### src/rtl/mem_lsu_pkg.sv
`default_nettype none
// ============================================================================
//  Module      : lsu_pkg
//  Description : Shared types for the memory load/store unit: access size
//                encoding, request FSM states, the registered request record
//                and small address helpers.
//  Revision    : 1.0 - initial release
// ============================================================================
package lsu_pkg;

   // Access size encoding as presented by the pipeline; 2'b11 behaves as word.
   typedef enum logic [1:0] {
      SZ_BYTE     = 2'b00,
      SZ_HALF     = 2'b01,
      SZ_WORD     = 2'b10,
      SZ_WORD_ALT = 2'b11
   } lsu_size_e;

   // Request sequencing states.
   typedef enum logic [1:0] {
      S_IDLE = 2'b00,
      S_REQ  = 2'b01,
      S_WAIT = 2'b10
   } lsu_state_e;

   // Request captured at acceptance. wdata holds the lane-replicated store data.
   typedef struct packed {
      logic        op;
      lsu_size_e   size;
      logic        sgn;
      logic [31:0] addr;
      logic [31:0] wdata;
   } lsu_req_t;

   localparam logic C_OP_LOAD  = 1'b0;
   localparam logic C_OP_STORE = 1'b1;

   // True when the low address bits are not a multiple of the access size.
   function automatic logic is_misaligned(lsu_size_e size, logic [1:0] off);
      case (size)
         SZ_BYTE: return 1'b0;
         SZ_HALF: return off[0];
         default: return (off != 2'b00);
      endcase
   endfunction

   // Clears the address bits below the access size.
   function automatic logic [31:0] align_addr(lsu_size_e size, logic [31:0] addr);
      case (size)
         SZ_BYTE: return addr;
         SZ_HALF: return {addr[31:1], 1'b0};
         default: return {addr[31:2], 2'b00};
      endcase
   endfunction

endpackage
`default_nettype wire

### src/rtl/mem_lsu_if.sv
`default_nettype none
// ============================================================================
//  Module      : mem_lsu_if
//  Description : Pipeline-side request/response and dcache-side handshake
//                signals of the load/store unit. The misalign response flag
//                exists only when LSU_MISALIGN_EXC_EN is defined.
//  Revision    : 1.0 - initial release
// ============================================================================
interface mem_lsu_if;

   // Pipeline request / response
   logic        req_valid;
   logic        req_op;
   logic [1:0]  req_size;
   logic        req_signed;
   logic [31:0] req_addr;
   logic [31:0] req_wdata;
   logic        flush;
   logic        req_ready;
   logic        resp_valid;
   logic [31:0] resp_data;
`ifdef LSU_MISALIGN_EXC_EN
   logic        misalign;
`endif

   // Data cache request / response
   logic        dc_valid;
   logic        dc_op;
   logic        dc_uncache;
   logic [7:0]  dc_index;
   logic [19:0] dc_tag;
   logic [3:0]  dc_offset;
   logic [3:0]  dc_wstrb;
   logic [31:0] dc_wdata;
   logic        dc_addr_ok;
   logic        dc_data_ok;
   logic [31:0] dc_rdata;

   // LSU side
   modport slave (
      input  req_valid, req_op, req_size, req_signed, req_addr, req_wdata, flush,
      input  dc_addr_ok, dc_data_ok, dc_rdata,
`ifdef LSU_MISALIGN_EXC_EN
      output misalign,
`endif
      output req_ready, resp_valid, resp_data,
      output dc_valid, dc_op, dc_uncache, dc_index, dc_tag, dc_offset, dc_wstrb, dc_wdata
   );

   // Pipeline plus dcache side
   modport master (
      output req_valid, req_op, req_size, req_signed, req_addr, req_wdata, flush,
      output dc_addr_ok, dc_data_ok, dc_rdata,
`ifdef LSU_MISALIGN_EXC_EN
      input  misalign,
`endif
      input  req_ready, resp_valid, resp_data,
      input  dc_valid, dc_op, dc_uncache, dc_index, dc_tag, dc_offset, dc_wstrb, dc_wdata
   );

endinterface
`default_nettype wire

### src/rtl/mem_lsu_data_align.sv
`default_nettype none
// ============================================================================
//  Module      : lsu_data_align
//  Description : Combinational lane logic: store byte enables and data
//                replication, and load lane extraction with sign/zero
//                extension.
//  Revision    : 1.0 - initial release
// ============================================================================
module lsu_data_align
   import lsu_pkg::*;
(
   input  lsu_size_e   st_size,
   input  logic [1:0]  st_off,
   input  logic [31:0] st_wdata,
   output logic [3:0]  st_wstrb,
   output logic [31:0] st_wdata_rep,

   input  lsu_size_e   ld_size,
   input  logic        ld_sgn,
   input  logic [1:0]  ld_off,
   input  logic [31:0] ld_rdata,
   output logic [31:0] ld_data
);

   logic [7:0]  w_ld_byte;
   logic [15:0] w_ld_half;

   // Store path: enable the addressed lanes and copy the data into every lane.
   always_comb begin
      st_wstrb     = 4'b1111;
      st_wdata_rep = st_wdata;
      case (st_size)
         SZ_BYTE: begin
            st_wstrb     = 4'b0001 << st_off;
            st_wdata_rep = {4{st_wdata[7:0]}};
         end
         SZ_HALF: begin
            st_wstrb     = 4'b0011 << {st_off[1], 1'b0};
            st_wdata_rep = {2{st_wdata[15:0]}};
         end
         default: ;
      endcase
   end

   // Load path: pick the addressed lane and extend it to 32 bits.
   always_comb begin
      w_ld_byte = ld_rdata[{ld_off, 3'b000} +: 8];
      w_ld_half = ld_rdata[{ld_off[1], 4'b0000} +: 16];
      ld_data   = ld_rdata;
      case (ld_size)
         SZ_BYTE: ld_data = {{24{ld_sgn & w_ld_byte[7]}}, w_ld_byte};
         SZ_HALF: ld_data = {{16{ld_sgn & w_ld_half[15]}}, w_ld_half};
         default: ;
      endcase
   end

endmodule
`default_nettype wire

### src/rtl/mem_lsu.sv
`default_nettype none
// ============================================================================
//  Module      : mem_lsu
//  Description : Load/store unit between the pipeline MEM stage and the data
//                cache. One request in flight; a flush during a transaction
//                lets the cache access finish but drops the response.
//                Define LSU_MISALIGN_EXC_EN to turn misaligned half/word
//                accesses into a fault response instead of an aligned access.
//  Revision    : 1.0 - initial release
// ============================================================================
module mem_lsu
   import lsu_pkg::*;
#(
   parameter logic [2:0] UNCACHE_SEG = 3'b101
) (
   input logic      clk,
   input logic      rst,
   mem_lsu_if.slave bus
);

   lsu_state_e  r_state;
   lsu_req_t    r_req;
   logic [3:0]  r_wstrb;
   logic        r_uncache;
   logic        r_cancel;
   logic        r_resp_valid;
   logic [31:0] r_resp_data;

   lsu_size_e   w_size;
   logic [31:0] w_addr;
   logic        w_accept;
   logic        w_mis;
   logic        w_done;
   logic        w_cancel;
   logic [3:0]  w_st_wstrb;
   logic [31:0] w_st_wdata;
   logic [31:0] w_ld_data;

   assign w_size   = lsu_size_e'(bus.req_size);
   assign w_addr   = align_addr(w_size, bus.req_addr);
   assign w_accept = bus.req_valid && (r_state == S_IDLE) && !bus.flush;
   assign w_done   = ((r_state == S_REQ)  && bus.dc_addr_ok && bus.dc_data_ok) ||
                     ((r_state == S_WAIT) && bus.dc_data_ok);
   // A flush coinciding with the completing cycle also drops the response.
   assign w_cancel = r_cancel || bus.flush;

   lsu_data_align u_align (
      .st_size      (w_size),
      .st_off       (w_addr[1:0]),
      .st_wdata     (bus.req_wdata),
      .st_wstrb     (w_st_wstrb),
      .st_wdata_rep (w_st_wdata),
      .ld_size      (r_req.size),
      .ld_sgn       (r_req.sgn),
      .ld_off       (r_req.addr[1:0]),
      .ld_rdata     (bus.dc_rdata),
      .ld_data      (w_ld_data)
   );

   // Request FSM: capture the request, hold the dcache request, collect data.
   always_ff @(posedge clk) begin
      if (!rst) begin
         r_state      <= S_IDLE;
         r_req        <= '0;
         r_wstrb      <= 4'h0;
         r_uncache    <= 1'b0;
         r_cancel     <= 1'b0;
         r_resp_valid <= 1'b0;
         r_resp_data  <= 32'h0;
      end else begin
         r_resp_valid <= 1'b0;
         case (r_state)
            S_IDLE: begin
               if (w_accept && !w_mis) begin
                  r_req.op    <= bus.req_op;
                  r_req.size  <= w_size;
                  r_req.sgn   <= bus.req_signed;
                  r_req.addr  <= w_addr;
                  r_req.wdata <= (bus.req_op == C_OP_STORE) ? w_st_wdata : 32'h0;
                  r_wstrb     <= (bus.req_op == C_OP_STORE) ? w_st_wstrb : 4'h0;
                  r_uncache   <= (bus.req_addr[31:29] == UNCACHE_SEG);
                  r_cancel    <= 1'b0;
                  r_state     <= S_REQ;
               end
            end
            S_REQ: begin
               if (bus.flush) begin
                  r_cancel <= 1'b1;
               end
               if (bus.dc_addr_ok) begin
                  r_state <= bus.dc_data_ok ? S_IDLE : S_WAIT;
               end
            end
            S_WAIT: begin
               if (bus.flush) begin
                  r_cancel <= 1'b1;
               end
               if (bus.dc_data_ok) begin
                  r_state <= S_IDLE;
               end
            end
            default: r_state <= S_IDLE;
         endcase
         // Completion overrides the cancel update above so the flag is clear in IDLE.
         if (w_done) begin
            r_cancel     <= 1'b0;
            r_resp_valid <= !w_cancel;
            r_resp_data  <= (r_req.op == C_OP_STORE) ? 32'h0 : w_ld_data;
         end
      end
   end

`ifdef LSU_MISALIGN_EXC_EN
   logic        r_mis_pend;
   logic [31:0] r_mis_addr;

   assign w_mis = is_misaligned(w_size, bus.req_addr[1:0]);

   // Misaligned fault: no cache access, one-cycle response with the bad address.
   always_ff @(posedge clk) begin
      if (!rst) begin
         r_mis_pend <= 1'b0;
         r_mis_addr <= 32'h0;
      end else begin
         r_mis_pend <= w_accept && w_mis;
         if (w_accept && w_mis) begin
            r_mis_addr <= bus.req_addr;
         end
      end
   end

   // The fault response can still be squashed by a flush in its own cycle.
   assign bus.misalign   = r_mis_pend && !bus.flush;
   assign bus.resp_valid = r_resp_valid || (r_mis_pend && !bus.flush);
   assign bus.resp_data  = r_mis_pend ? r_mis_addr : r_resp_data;
`else
   // Misaligned accesses proceed with the address bits below the size cleared.
   assign w_mis          = 1'b0;
   assign bus.resp_valid = r_resp_valid;
   assign bus.resp_data  = r_resp_data;
`endif

   assign bus.req_ready  = (r_state == S_IDLE);
   assign bus.dc_valid   = (r_state == S_REQ);
   assign bus.dc_op      = r_req.op;
   assign bus.dc_uncache = r_uncache;
   assign bus.dc_tag     = r_req.addr[31:12];
   assign bus.dc_index   = r_req.addr[11:4];
   assign bus.dc_offset  = r_req.addr[3:0];
   assign bus.dc_wstrb   = r_wstrb;
   assign bus.dc_wdata   = r_req.wdata;

endmodule
`default_nettype wire

### src/flat_wrapper.sv
// flat-port wrapper written by rule: the top's interface ports become plain ports
module mem_lsu_flat import lsu_pkg::*;
#(
   parameter logic [2:0] UNCACHE_SEG = 3'b101
)
  (clk, rst, bus_req_valid, bus_req_op, bus_req_size, bus_req_signed, bus_req_addr, bus_req_wdata, bus_flush, bus_dc_addr_ok, bus_dc_data_ok, bus_dc_rdata, bus_req_ready, bus_resp_valid, bus_resp_data, bus_dc_valid, bus_dc_op, bus_dc_uncache, bus_dc_index, bus_dc_tag, bus_dc_offset, bus_dc_wstrb, bus_dc_wdata);
  mem_lsu_if bus_i ();
  input logic clk;
  input logic rst;
  input wire logic [$bits(bus_i.req_valid)-1:0] bus_req_valid;
  input wire logic [$bits(bus_i.req_op)-1:0] bus_req_op;
  input wire logic [$bits(bus_i.req_size)-1:0] bus_req_size;
  input wire logic [$bits(bus_i.req_signed)-1:0] bus_req_signed;
  input wire logic [$bits(bus_i.req_addr)-1:0] bus_req_addr;
  input wire logic [$bits(bus_i.req_wdata)-1:0] bus_req_wdata;
  input wire logic [$bits(bus_i.flush)-1:0] bus_flush;
  input wire logic [$bits(bus_i.dc_addr_ok)-1:0] bus_dc_addr_ok;
  input wire logic [$bits(bus_i.dc_data_ok)-1:0] bus_dc_data_ok;
  input wire logic [$bits(bus_i.dc_rdata)-1:0] bus_dc_rdata;
  output wire logic [$bits(bus_i.req_ready)-1:0] bus_req_ready;
  output wire logic [$bits(bus_i.resp_valid)-1:0] bus_resp_valid;
  output wire logic [$bits(bus_i.resp_data)-1:0] bus_resp_data;
  output wire logic [$bits(bus_i.dc_valid)-1:0] bus_dc_valid;
  output wire logic [$bits(bus_i.dc_op)-1:0] bus_dc_op;
  output wire logic [$bits(bus_i.dc_uncache)-1:0] bus_dc_uncache;
  output wire logic [$bits(bus_i.dc_index)-1:0] bus_dc_index;
  output wire logic [$bits(bus_i.dc_tag)-1:0] bus_dc_tag;
  output wire logic [$bits(bus_i.dc_offset)-1:0] bus_dc_offset;
  output wire logic [$bits(bus_i.dc_wstrb)-1:0] bus_dc_wstrb;
  output wire logic [$bits(bus_i.dc_wdata)-1:0] bus_dc_wdata;
  assign bus_i.req_valid = bus_req_valid;
  assign bus_i.req_op = bus_req_op;
  assign bus_i.req_size = bus_req_size;
  assign bus_i.req_signed = bus_req_signed;
  assign bus_i.req_addr = bus_req_addr;
  assign bus_i.req_wdata = bus_req_wdata;
  assign bus_i.flush = bus_flush;
  assign bus_i.dc_addr_ok = bus_dc_addr_ok;
  assign bus_i.dc_data_ok = bus_dc_data_ok;
  assign bus_i.dc_rdata = bus_dc_rdata;
  assign bus_req_ready = bus_i.req_ready;
  assign bus_resp_valid = bus_i.resp_valid;
  assign bus_resp_data = bus_i.resp_data;
  assign bus_dc_valid = bus_i.dc_valid;
  assign bus_dc_op = bus_i.dc_op;
  assign bus_dc_uncache = bus_i.dc_uncache;
  assign bus_dc_index = bus_i.dc_index;
  assign bus_dc_tag = bus_i.dc_tag;
  assign bus_dc_offset = bus_i.dc_offset;
  assign bus_dc_wstrb = bus_i.dc_wstrb;
  assign bus_dc_wdata = bus_i.dc_wdata;
  mem_lsu #(.UNCACHE_SEG(UNCACHE_SEG)) u_core (.clk(clk), .rst(rst), .bus(bus_i));
endmodule
### config.mk
export PLATFORM = sky130hd
export DESIGN_NAME = mem_lsu_flat
export DESIGN_NICKNAME = d
export VERILOG_FILES = /design/src/rtl/mem_lsu_pkg.sv /design/src/rtl/mem_lsu_if.sv /design/src/rtl/mem_lsu_data_align.sv /design/src/rtl/mem_lsu.sv /design/src/flat_wrapper.sv
export SDC_FILE = /design/constraint.sdc
export NUM_CORES = 1
export LEC_CHECK = 0
export BUFFER_PORTS_ARGS = -buffer_cell sky130_fd_sc_hd__buf_2
export CAP_MARGIN = 5
export CELL_PAD_IN_SITES_DETAIL_PLACEMENT = 0
export CELL_PAD_IN_SITES_GLOBAL_PLACEMENT = 1
export CORE_UTILIZATION = 36
export DETAILED_ROUTE_END_ITERATION = 16
export PLACE_DENSITY_LB_ADDON = 0.3
export RECOVER_POWER = 100
export SYNTH_ARGS = -nofsm -noshare
export SYNTH_HDL_FRONTEND = slang
export SYNTH_HIERARCHICAL = 1
export SYNTH_SLANG_ARGS = --single-unit
### constraint.sdc
create_clock -name clk -period 1.9 [get_ports clk]
set_input_delay 0 -clock clk [delete_from_list [all_inputs] [get_ports clk]]
set_output_delay 0 -clock clk [all_outputs]
set_load 0.005 [all_outputs]
* Yosys cells after proc, flatten, opt, wreduce, memory -nomap -nowiden
Index checks and enable logic that the tools add are counted.
** Storage, ports and cells
- Register bits :: 109
- Input port bits :: 106
- Output and inout bits :: 105
- Word-level logic and storage cells :: 61
** Operators by class
- Equality and inequality tests :: 9
- Shift operators :: 4
- Muxes and demuxes :: 15
- Bitwise operators :: 3
- Reductions and logical operators :: 19
** Operator list (count)
- $pmux W32 S2 :: 2
- $mux W32 :: 2
- $shiftx A32 B6 Y16 :: 1
- $shiftx A32 B6 Y8 :: 1
- $mux W2 :: 4
- $pmux W4 S2 :: 1
- $eq A2 B1 Y1 const B :: 3
- $logic_not A2 Y1 :: 3
- $pmux W2 S3 :: 1
- $reduce_and A3 Y1 :: 2
- $logic_and A1 B1 Y1 :: 5
- $mux W4 :: 1
- $ne A2 B1 Y1 const B :: 2
- $ne A2 B2 Y1 const B :: 2
- $pmux W2 S2 :: 1
- $reduce_and A2 Y1 :: 2
- $reduce_or A2 Y1 :: 2
- $shl A1 B2 Y4 const A :: 1
- $shl A2 B2 Y4 const A :: 1
- $eq A3 B3 Y1 const B :: 1
- $and A1 B1 Y1 :: 2
- $eq A2 B2 Y1 const B :: 1
- $logic_not A1 Y1 :: 2
- $logic_or A1 B1 Y1 :: 2
- 4 further kinds :: 5

* Depth between registers and ports, before layout
- Depth in word-level cells :: 5
- Depth in mapped cells :: 7
- Mapped depth without buffers :: 5

* By module
The synthesis kept the hierarchy.
** By module, submodules not included
- mem_lsu :: instances 1, cells an instance 487, area an instance 4504.3 sq um, seq. area each 2182.1 sq um
- lsu_data_align :: instances 1, cells an instance 156, area an instance 1216.2 sq um, seq. area each 0.0 sq um

* Least setup slack after synthesis
Ideal clock, no wire load.
- Path kind :: register -> register
- Start :: reg u_core.r_req, in the netlist u_core/bus.dc_offset[0]
- End :: reg u_core.r_resp_data[10] (netlist: u_core/bus.resp_data[10])
- Library setup time :: 0.117 ns
- Data arrival time :: 1.502 ns
- Required time :: 1.783 ns
- Slack :: 0.281 ns
- Cell stages (with the launch flop) :: 5
- Buffers on the path :: 0
- Clock period less this slack :: 1.619 ns
- Cells stage by stage :: dfxtp_1 > mux4_2 > nor3b_4 > a221o_1 > a22o_1
** Between the ends
- Cells in the longest elaborated chain, start to end :: 4
** RTL lines
- start: declaration :: line mem_lsu.sv:22 : lsu_req_t r_req;
- $shiftx A32 B6 Y8 :: line mem_lsu_data_align.sv:47 : w_ld_byte = ld_rdata[{ld_off, 3'b000} +: 8];
- $and A1 B1 Y1 :: line mem_lsu_data_align.sv:51 : SZ_BYTE: ld_data = {{24{ld_sgn & w_ld_byte[7]}}, w_ld_byte};
- $pmux W32 S2 :: line mem_lsu_data_align.sv:50 : case (ld_size)
- via u_core.w_ld_data[10] :: line mem_lsu.sv:37 : logic [31:0] w_ld_data;
- $mux W32 :: line mem_lsu.sv:108 : r_resp_data <= (r_req.op == C_OP_STORE) ? 32'h0 : w_ld_data;
- end signal: assignment :: line mem_lsu.sv:108
- end: declaration :: line mem_lsu.sv:27 : logic [31:0] r_resp_data;
The timed path passes the listed nets, and every way through them passes these cells.
A chain may end at the register's enable or synchronous reset.

* Worst setup path in the final report
- Start :: reg u_core.r_req, in the netlist u_core/bus.dc_offset[1]
- End :: reg u_core.r_resp_data[4] (netlist: u_core/bus.resp_data[4])
** Between the ends
- Cells in the longest elaborated chain, start to end :: 3
- Elaborated cells between the ends (all ways) :: 4
- Those cells by class :: shift: 2; mux: 2
** RTL lines (line)
- $shiftx A32 B6 Y16 / $shiftx A32 B6 Y8 (equally long branches) :: mem_lsu_data_align.sv:48, mem_lsu_data_align.sv:47
- $pmux W32 S2 * :: mem_lsu_data_align.sv:50
- via u_core.w_ld_data[4] :: mem_lsu.sv:37
- $mux W32 * :: mem_lsu.sv:108
The timed path passes the listed nets; every way through them passes the cells marked *.

==> tab_implementation.tex <==
\begin{tabular}{lr}
\hline
Metric & Value \\
\hline
\multicolumn{2}{l}{\textbf{Run status}} \\
Result of the run & complete, no violations \\
\multicolumn{2}{l}{\textbf{Detailed routing}} \\
Routed wire length & 16.2 mm \\
Iteration-0 DRC Markers & 270 \\
DRC violation count after routing & 0 \\
Number of nets with antenna violations after routing & 0 \\
Drt wl/cell & 15.7 microns \\
Average vias per placed instance & 4.84 \\
Detailed-route via count & 4984 \\
Number of search-and-repair iterations in the first detailed-routing pass & 4 \\
\multicolumn{2}{l}{\textbf{Pwr}} \\
Pwr dens & 771 mW/mm\^{}2 \\
Maximum vdd drop & 0.492 mV \\
Static leakage & 0.00294 uW \\
\multicolumn{2}{l}{\textbf{Die}} \\
Floorplan row count & 45 \\
I/O pin count & 211 \\
DIE AREA & 0.0164 sq mm \\
Initial standard-cell utilization of the core & 0.372 \\
Placeable Area & 0.0154 sq mm \\
Die Span X & 128 microns \\
Die Ht & 128 microns \\
\multicolumn{2}{l}{\textbf{Setup path}} \\
Worst R2R Path Depth & 5 \\
Capture instance of the worst register-to-register path & u\_core/bus.resp\_data[4] \\
Flop-to-flop setup slack & 0.08 ns \\
Element type at the critical path start & flip-flop \\
Critical path fanouts, max & 16 \\
CP Capture Type & flip-flop \\
Startpoint of the worst-slack reg-to-reg timing path & u\_core/bus.dc\_offset[1] \\
Data required time of the critical path & 2.15 ns \\
Arrival @ worst endpoint & 2.07 ns \\
Type of the setup path with the least slack & reg2reg \\
\multicolumn{2}{l}{\textbf{Final layout}} \\
Fraction of layout cells with a size suffix above 1 & 0.278 \\
Antenna diode count & 0 \\
Area growth from synthesis to final layout & 24.2\% \\
Number of nets in the final layout & 923 \\
Final design area excluding fillers & 0.00710 sq mm \\
\multicolumn{2}{l}{\textbf{Synthesis}} \\
Number of enable-type register cells in the synthesized netlist & 0 \\
Syn Nets & 752 \\
Register bit total from synthesis & 109 \\
Top flip-flop cell by instance count after synthesis & sky130\_fd\_sc\_hd\_\_dfxtp\_1 \\
Post-synthesis cell type with the largest combined area & sky130\_fd\_sc\_hd\_\_dfxtp\_1 \\
Most instantiated library cell after synthesis & sky130\_fd\_sc\_hd\_\_nand2\_1 \\
Synth async-reset ratio & 0 \\
Share of the synthesized area in the top cell type & 0.381 \\
Synthesized area & 0.00572 sq mm \\
Cell types with the largest area share after synthesis & sky130\_fd\_sc\_hd\_\_dfxtp\_1 38\%, sky130\_fd\_sc\_hd\_\_buf\_4 11\%, sky130\_fd\_sc\_hd\_\_a21boi\_0 9.6\% \\
Avg Inst Size Synth & 8.90 sq um \\
Number of synthesis warnings & 6 \\
Distinct cells, synth & 43 \\
Synthesized instance count & 643 \\
Top cells by instance count after synthesis & 137 x sky130\_fd\_sc\_hd\_\_nand2\_1, 109 x sky130\_fd\_sc\_hd\_\_dfxtp\_1, 81 x sky130\_fd\_sc\_hd\_\_buf\_4 \\
Sequential-to-total area share from yosys stat & 0.381 \\
\multicolumn{2}{l}{\textbf{Global route}} \\
Maximum number of pins on one net before global-route repair & 68 \\
Via count of the first global-routing pass & 4838 \\
First-pass GRT wire length & 25.3 mm \\
GR Util All Layers & 0.198 \\
Overflow left after global routing & 0 \\
Initial antenna violation count & 0 \\
\multicolumn{2}{l}{\textbf{STA}} \\
Unrepaired setup endpoints after global routing & no \\
Min Clock Period, post-route & 1.82 ns \\
Maximum clock skew at final layout & 0.00993 ns \\
Slew Limit Headroom & 0.536 \\
Slew at the pin with the worst max-slew slack & 0.695 ns \\
Highest Clock Rate & 550 MHz \\
Final Hold Fails & 0 \\
Fraction of the cycle the final worst path needs & 0.957 \\
Total setup violations reported at the end of the flow & 0 \\
Total negative slack & 0 ns \\
Count of pins over their slew limit & 0 \\
\multicolumn{2}{l}{\textbf{Place}} \\
Buffers added on ports & 210 \\
Placed wire-length estimate after detailed placement & 11.3 mm \\
Post-Place Cell Area & 0.00639 sq mm \\
Final GP Congestion & 0.827 \\
\multicolumn{2}{l}{\textbf{CTS}} \\
Clock Tree Root & sky130\_fd\_sc\_hd\_\_clkbuf\_16 \\
Insertion delay to the later sink of the worst-skew pair & 0.36 ns \\
\# clock sinks & 109 \\
Post-CTS clock slew at the launch and capture registers of the worst setup and hold paths & 0.08 ns \\
CTS resizes & 0 \\
Maximum count of clock buffers along a single path & 2 \\
Post-CTS setup buffers & 0 \\
Hold buffers post-CTS & 52 \\
Number of buffers added by the clock tree synthesis step & 9 \\
H-tree depth & 3 \\
CTS tree & done \\
\multicolumn{2}{l}{\textbf{Worst hold path}} \\
Number of cells on the worst hold path & 2 \\
Hold path endpoint & u\_core/bus.dc\_op \\
Beginning of the worst hold path & rst \\
Hold Path Class & in2reg \\
\multicolumn{2}{l}{\textbf{Job}} \\
Max-cap violations & 0 \\
\hline
\end{tabular}
-- registers in the layout, indices dropped and copies added, names as in the netlist --
name and flops:
u_core/bus.dc_offset 4, u_core/bus.resp_data 32, u_core/r_req 3, u_core/bus.dc_uncache 1
u_core/r_cancel 1, u_core/bus.resp_valid 1, u_core/bus.dc_index 8, u_core/bus.dc_wstrb 4
u_core/r_state 2, u_core/bus.dc_wdata 32, u_core/bus.dc_tag 20, u_core/bus.dc_op 1
-- layout by cell type (no fill, tap or decap), types with 2 or more instances in the layout --
cell type | synthesis | layout
sky130_fd_sc_hd__a21boi_0 | 73 | 73
sky130_fd_sc_hd__a21o_1 | 3 | 3
sky130_fd_sc_hd__a221o_1 | 15 | 15
sky130_fd_sc_hd__a22o_1 | 38 | 38
sky130_fd_sc_hd__a22o_2 | 2 | 2
sky130_fd_sc_hd__and4b_1 | 8 | 8
sky130_fd_sc_hd__buf_12 | 0 | 2
sky130_fd_sc_hd__buf_2 | 18 | 151
sky130_fd_sc_hd__buf_4 | 81 | 15
sky130_fd_sc_hd__clkbuf_1 | 17 | 60
sky130_fd_sc_hd__clkbuf_16 | 0 | 9
sky130_fd_sc_hd__clkinvlp_4 | 0 | 2
sky130_fd_sc_hd__dfxtp_1 | 109 | 109
sky130_fd_sc_hd__dlygate4sd3_1 | 0 | 52
sky130_fd_sc_hd__ha_1 | 3 | 3
sky130_fd_sc_hd__inv_1 | 7 | 7
sky130_fd_sc_hd__inv_6 | 0 | 2
sky130_fd_sc_hd__mux2_2 | 23 | 23
sky130_fd_sc_hd__mux2i_1 | 10 | 10
sky130_fd_sc_hd__nand2_1 | 137 | 137
sky130_fd_sc_hd__nand2b_1 | 4 | 4
sky130_fd_sc_hd__nand3_1 | 37 | 37
sky130_fd_sc_hd__nand3b_1 | 2 | 2
sky130_fd_sc_hd__nor2_1 | 3 | 3
sky130_fd_sc_hd__nor2b_1 | 2 | 2
sky130_fd_sc_hd__o21ai_0 | 10 | 10
sky130_fd_sc_hd__o21ai_1 | 5 | 5
sky130_fd_sc_hd__o21ai_2 | 10 | 10
sky130_fd_sc_hd__o21bai_1 | 2 | 2
-- metrics by stage --
step | utilization | setup WS, ns | hold WS (ns) | cells | power (uW)
2_1_floorplan | - | 0.281 | 0.0765 | 643 | 3350
3_3_place_gp | 0.416 | 0.226 | 0.224 | 962 | 3660
3_5_place_dp | 0.416 | 0.129 | 0.229 | 962 | 3680
4_1_cts | 0.468 | 0.112 | 0.00403 | 1030 | 5570
5_1_grt | 0.462 | 0.0223 | 0.00405 | 1030 | 5790
6_report | 0.462 | 0.0810 | 0.0227 | 1030 | 5470
-- worst max-delay path, cell delays in order (launching register included) --
cell	delay, ns
sky130_fd_sc_hd__dfxtp_1	0.45
sky130_fd_sc_hd__buf_4	0.27
sky130_fd_sc_hd__inv_2	0.11
sky130_fd_sc_hd__a21o_1	0.28
sky130_fd_sc_hd__a221o_1	0.39
sky130_fd_sc_hd__a22o_1	0.20
-- cells by family (layout without fill, tap and decap cells) --
| kind of cell | Yosys count | count (layout) | synth area share |
|---|---|---|---|
| DFF | 109 | 109 | 0.381 |
| and+or+nand+nor | 199 | 199 | 0.158 |
| AOI/OAI and AO/OA | 166 | 166 | 0.231 |
| buffers and inverters | 130 | 306 | 0.150 |
| adders and majority gates | 3 | 3 | 0.00656 |
| muxes | 36 | 36 | 0.0726 |
-- worst max path at each step --
stage,start,endpoint,slack [ns],cells past startpoint
finish,u_core/bus.dc_offset[1],u_core/bus.resp_data[4],0.08,5
global route,u_core/bus.dc_offset[1],u_core/bus.resp_data[4],0.02,5
CTS,u_core/bus.dc_offset[1],u_core/bus.resp_data[4],0.11,5
detailed placement,u_core/bus.dc_offset[1],u_core/bus.resp_data[4],0.13,5
global placement,u_core/bus.dc_offset[1],u_core/bus.resp_data[5],0.23,5
floorplan,u_core/bus.dc_offset[0],u_core/bus.resp_data[10],0.28,4
-- where the power goes --
part	switching (uW)	internal, uW	leakage [uW]
sequential	76.3	2420	0.000884
combinational	646	542	0.00193
clock	894	900	0.000129
-- layer usage --
metal / global-route usage / wire length, microns / vias up
met5: 0 / 0 / -
met4: 0.0637 / 236 / 0
met3: 0.0513 / 903 / 16
met2: 0.324 / 7460 / 157
met1: 0.253 / 7560 / 2302
li1: - / - / 2509
-- final cells by class --
cell class	instances	area (sq um)
Clock buffer	10	229
Clock inverter	6	46.3
Fill cell	1541	8270
Inverter	8	30.0
Multi-Input combinational cell	404	2680
Sequential cell	109	2180
Tap cell	211	264
Timing Repair Buffer	282	1670
Power figures use the tool's default switching activity.
